## config.mk

```make
export PLATFORM = sky130hd
export DESIGN_NAME = rv_miss_resrv_chain
export DESIGN_NICKNAME = d
export VERILOG_FILES = /design/src/rtl/rv_miss_resrv_chain.sv
export SDC_FILE = /design/constraint.sdc
export NUM_CORES = 1
export LEC_CHECK = 0
export BUFFER_PORTS_ARGS = -buffer_cell sky130_fd_sc_hd__buf_2
export CORE_MARGIN = 3
export CORE_UTILIZATION = 50
export DETAILED_ROUTE_END_ITERATION = 6
export PLACE_DENSITY = 0.77
export SETUP_SLACK_MARGIN = 0.2
export SYNTH_ARGS = -nofsm -noshare
export SYNTH_HDL_FRONTEND = slang
export SYNTH_SLANG_ARGS = --single-unit
export TNS_END_PERCENT = 1
```

## constraint.sdc

```tcl
create_clock -name clk -period 29 [get_ports clk]
set_input_delay 5.8 -clock clk [delete_from_list [all_inputs] [get_ports clk]]
set_output_delay 5.8 -clock clk [all_outputs]
set_load 0.1 [all_outputs]
```

## src/rtl/rv_miss_resrv_chain.sv

```systemverilog
// Miss status holding register with per-entry chaining of secondary misses.
// A fill replays the whole chain for its line in allocation order, one entry per cycle.
module rv_miss_resrv_chain #(
    parameter int MSHR_SIZE       = 8,
    parameter int LINE_ADDR_WIDTH = 26,
    parameter int DATA_WIDTH      = 64,
    parameter int ALM_FULL        = MSHR_SIZE - 1,
    parameter int MSHR_ADDR_WIDTH = $clog2(MSHR_SIZE)
) (
    input  logic                       clk,
    input  logic                       reset,

    input  logic                       allocate_valid,
    output logic                       allocate_ready,
    input  logic [LINE_ADDR_WIDTH-1:0] allocate_addr,
    input  logic [DATA_WIDTH-1:0]      allocate_data,
    output logic [MSHR_ADDR_WIDTH-1:0] allocate_id,
    output logic                       allocate_pending,

    input  logic                       fill_valid,
    output logic                       fill_ready,
    input  logic [MSHR_ADDR_WIDTH-1:0] fill_id,
    output logic [LINE_ADDR_WIDTH-1:0] fill_addr,

    output logic                       dequeue_valid,
    input  logic                       dequeue_ready,
    output logic [MSHR_ADDR_WIDTH-1:0] dequeue_id,
    output logic [LINE_ADDR_WIDTH-1:0] dequeue_addr,
    output logic [DATA_WIDTH-1:0]      dequeue_data,

    output logic [MSHR_ADDR_WIDTH:0]   count,
    output logic                       almost_full,
    output logic                       empty
);
    localparam int CNT_W = MSHR_ADDR_WIDTH + 1;
    typedef logic [MSHR_ADDR_WIDTH-1:0] idx_t;

    logic [MSHR_SIZE-1:0]       valid_q;
    logic [MSHR_SIZE-1:0]       next_valid_q;
    idx_t                       next_idx_q [MSHR_SIZE];
    logic [LINE_ADDR_WIDTH-1:0] addr_q     [MSHR_SIZE];
    logic [DATA_WIDTH-1:0]      data_q     [MSHR_SIZE];

    logic                       deq_valid_q;
    idx_t                       deq_id_q;
    logic [CNT_W-1:0]           count_q;

    idx_t free_idx;
    idx_t tail_idx;
    logic tail_hit;
    logic alloc_fire;
    logic fill_fire;
    logic deq_fire;
    logic link_now;

    // Lowest-index free entry: scan downward so the smallest index wins.
    always_comb begin
        free_idx = '0;
        for (int i = MSHR_SIZE - 1; i >= 0; i--) begin
            if (!valid_q[i]) free_idx = idx_t'(i);
        end
    end

    // At most one valid entry per line has no successor, so this match is unique.
    always_comb begin
        tail_hit = 1'b0;
        tail_idx = '0;
        for (int i = 0; i < MSHR_SIZE; i++) begin
            if (valid_q[i] && !next_valid_q[i] && addr_q[i] == allocate_addr) begin
                tail_hit = 1'b1;
                tail_idx = idx_t'(i);
            end
        end
    end

    assign allocate_ready   = ~&valid_q;
    assign allocate_id      = free_idx;
    assign allocate_pending = tail_hit;
    assign fill_ready       = ~deq_valid_q;
    assign fill_addr        = addr_q[fill_id];

    assign alloc_fire = allocate_valid & allocate_ready;
    assign fill_fire  = fill_valid & fill_ready;
    assign deq_fire   = deq_valid_q & dequeue_ready;
    // A new miss linking behind the entry leaving this cycle extends the replay.
    assign link_now   = alloc_fire & tail_hit & (tail_idx == deq_id_q);

    assign dequeue_valid = deq_valid_q;
    assign dequeue_id    = deq_id_q;
    assign dequeue_addr  = addr_q[deq_id_q];
    assign dequeue_data  = data_q[deq_id_q];

    assign count       = count_q;
    assign almost_full = count_q >= CNT_W'(ALM_FULL);
    assign empty       = count_q == '0;

    // NOTE: payload and link index are left out of reset; they are only read
    // when the matching valid/next_valid bit is set, and that bit is reset.
    always_ff @(posedge clk) begin
        if (alloc_fire) begin
            addr_q[free_idx] <= allocate_addr;
            data_q[free_idx] <= allocate_data;
            if (tail_hit) next_idx_q[tail_idx] <= free_idx;
        end
    end

    always_ff @(posedge clk) begin
        if (reset) begin
            valid_q      <= '0;
            next_valid_q <= '0;
            deq_valid_q  <= 1'b0;
            deq_id_q     <= '0;
            count_q      <= '0;
        end else begin
            if (alloc_fire) begin
                valid_q[free_idx]      <= 1'b1;
                next_valid_q[free_idx] <= 1'b0;
                if (tail_hit) next_valid_q[tail_idx] <= 1'b1;
            end

            // Placed after the allocate update so a departing entry never keeps a stale link.
            if (deq_fire) begin
                valid_q[deq_id_q]      <= 1'b0;
                next_valid_q[deq_id_q] <= 1'b0;
            end

            if (fill_fire) begin
                deq_valid_q <= 1'b1;
                deq_id_q    <= fill_id;
            end else if (deq_fire) begin
                if (next_valid_q[deq_id_q]) begin
                    deq_id_q <= next_idx_q[deq_id_q];
                end else if (link_now) begin
                    deq_id_q <= free_idx;
                end else begin
                    deq_valid_q <= 1'b0;
                end
            end

            case ({alloc_fire, deq_fire})
                2'b10:   count_q <= count_q + 1'b1;
                2'b01:   count_q <= count_q - 1'b1;
                default: count_q <= count_q;
            endcase
        end
    end
endmodule

```

==> impl_metrics.yaml <==
synthesis:
  ys_types: 64
  synth_cells: 1772
  synth_edf_count: 744
  synthTopCellsByArea: "edfxtp_1 (66%), mux4_2 (16%), xnor2_1 (4.1%), mux2_2 (3.8%), dfxtp_1 (1.6%)"
  avgSynthCellArea_sq_um: 19.2
  ys.flop_type: "edfxtp_1"
  async_flop_share: 0
  synth_top_cell_area_share: 0.657
  netlist_area_sq_um: 34000
  yosysTopAreaCell: "edfxtp_1"
  synth_nets: 1874
  yosys_warnings: 0
  synth-seq-area-share: 0.673
  ys_ff_latch: 771
route:
  vias: 18468
  first_iter_violations: 1992
  drt_wl_total_um: 88400
  viasPerCell: 6.28
  final_antenna_net_count: 0
  wl_per_cell_um: 30.0
  drc_errors: 0
  firstDrtPassIters: 5
timing:
  rsz0062_at_grt: "false"
  setup_slack_ps: 14860
  finalSetupViolations: 0
  relSlewSlack: 0.212
  fmax_ghz: 0.0707
  period_share: 0.488
  hold_viol_final: 0
  skew_ps: 35.1
  worst_pin_slew_ps: 1180
  final.setup.tns_ps: 0
  slew_violations: 0
  period_needed_ps: 14140
placed_design:
  port_buffers: 229
  placed_area_sq_um: 36000
  dp_hpwl_um: 56000
  gp_congestion: 0.992
  dp_slack_ps: 14880
global_routing:
  overflow: 0
  grt_max_degree: 105
  track_usage: 0.249
  grt_pass1_vias: 18619
  antenna_found_initial: 17
  grt_pass1_wl_um: 129000
floorplanning:
  core_area_sq_um: 66600
  dieArea_sq_um: 71100
  die_w_um: 267
  die_h_um: 267
  rows: 94
  start_util: 0.510
  num_io_pins: 230
final_layout:
  finalInstanceArea_sq_um: 38700
  layout.nets: 2110
  drive_gt1_frac: 0.365
  syn_to_final_growth_pct: 13.9
clock_network:
  insertion_delay_ps: 640
  clockBufferDepth: 3
  cts.sinks: 771
  clockRootBuffer: "clkbuf_16"
  clk_pin_slew_ps: 60
  htreeDepth: 3
  cts_tree: "done"
  post_cts_buffers: 0
  numCtsBuffers: 81
  cts_resized: 0
  cts_hold_buf: 0
critical_path:
  cp_max_fo: 16
  required_ps: 23200
  start_kind: "input port"
  path_class: "input port to output port"
  reg2reg_depth: 8
  worstPathArrival_ps: 8340
  endpoint_kind: "output port"
min_path:
  whs_path_depth: 2
  min_path_type: "flop to flop"
job:
  maxCapViolations: 0
outcome:
  outcome: "completed"
pwr:
  power_density_nw_per_um2: 69.1
  ir_worst_vdd_mv: 0.0653
  p_leak_nw: 12.3
==> per-layer routing <==
layer | vias up | track usage | share of wire
met5 | - | 0 | 0.00094
met4 | 12 | 0.0673 | 0.024
met3 | 145 | 0.0577 | 0.089
met2 | 885 | 0.395 | 0.48
met1 | 9684 | 0.353 | 0.41
li1 | 7742 | - | -
==> worst max-delay path, stage by stage <==
cell and delay [ps]:
buf_2 290, xor2_1 150, nor4_1 850, nand2_1 100, o41a_1 520, nand2_1 170
buf_2 450
==> worst paths after layout <==
path	startpoint	to	slack (ps)
max	allocate_addr[7]	allocate_pending	14860
min	next_valid_q[7]$_SDFF_PP0_	next_valid_q[7]$_SDFF_PP0_	510
max reg2reg	valid_q[6]$_SDFF_PP0_	addr_q[5][3]$_DFFE_PP_	24430
min reg2reg	next_valid_q[7]$_SDFF_PP0_	next_valid_q[7]$_SDFF_PP0_	510
==> cell type report <==
cell class,instances,area [sq um]
clock buffers,104,2240
diodes,8,20.0
fillers,4791,27900
multi-input cells,887,10600
flip-flops and latches,771,22900
repair buffers,254,1350
well taps,864,1080
clock inverters,42,428
inverters,13,48.8
==> kinds of logic after synthesis <==
logic type,Yosys count,synth area share
AND/OR/NAND/NOR,242,0.0395
multiplexers,367,0.201
XOR/XNOR,212,0.0555
adder cells (fa/ha/maj),4,0.00169
buffers and inverters,114,0.0158
AO/OA/AOI/OAI,62,0.0130
flip-flops,771,0.673
==> registers in the layout, summed over array words and instances (netlist names), named ones only <==
| register | count |
|---|---|
| data_q | 512 |
| addr_q | 208 |
| next_idx_q | 24 |
| next_valid_q | 8 |
| valid_q | 8 |
| count | 4 |
| dequeue_id | 3 |
| dequeue_valid | 1 |
==> synthesized netlist by cell type, drive strengths merged, types with 6 or more instances <==
library cell / count
edfxtp: 744
xor2: 48
buf: 50
a211oi: 6
o21ai: 9
clkbuf: 51
xnor2: 164
nor4: 24
nor2: 45
dfxtp: 27
nand2: 38
mux4: 240
nand3: 11
inv: 13
o21a: 6
mux2i: 11
mux2: 116
nor2b: 15
nand4: 65
nor3: 11
a21oi: 17
==> placed cells by master (no fill, tap or decap), types with 5 or more instances in the layout <==
master / count
nor2b_1: 14
a211oi_1: 6
and4_1: 5
nor3_1: 10
buf_2: 228
clkbuf_16: 86
o21a_1: 6
mux4_2: 240
clkinv_1: 14
nor4b_1: 5
nor4_1: 24
diode_2: 8
a21oi_1: 14
xnor2_1: 160
bufinv_16: 7
xor2_1: 48
buf_4: 25
nand3_1: 10
nand4_1: 65
dfxtp_1: 24
clkbuf_1: 16
edfxtp_1: 744
mux2_2: 116
nand2_1: 37
inv_1: 13
nor2_1: 41
clkinv_2: 14
mux2i_1: 10
o21ai_0: 8
==> through the flow <==
| stage | utilization | total power (W) | hold WS, ps | std cells |
|---|---|---|---|---|
| 5_1_grt | 0.581 | 0.00275 | 522 | 2936 |
| 3_5_place_dp | 0.541 | 0.00166 | 493 | 2789 |
| 3_3_place_gp | 0.541 | 0.00166 | 481 | 2789 |
| 2_1_floorplan | - | 0.00157 | 460 | 1772 |
| 6_report | 0.581 | 0.00267 | 511 | 2943 |
| 4_1_cts | 0.581 | 0.00269 | 506 | 2935 |
==> power breakdown <==
part / switching (W) / total, W / internal, W
clock: 0.000425 / 0.00104 / 0.000610
sequential: 0.0000167 / 0.00126 / 0.00124
combinational: 0.000283 / 0.000383 / 0.0000991
Note: power is estimated with default switching activity, not from simulation.
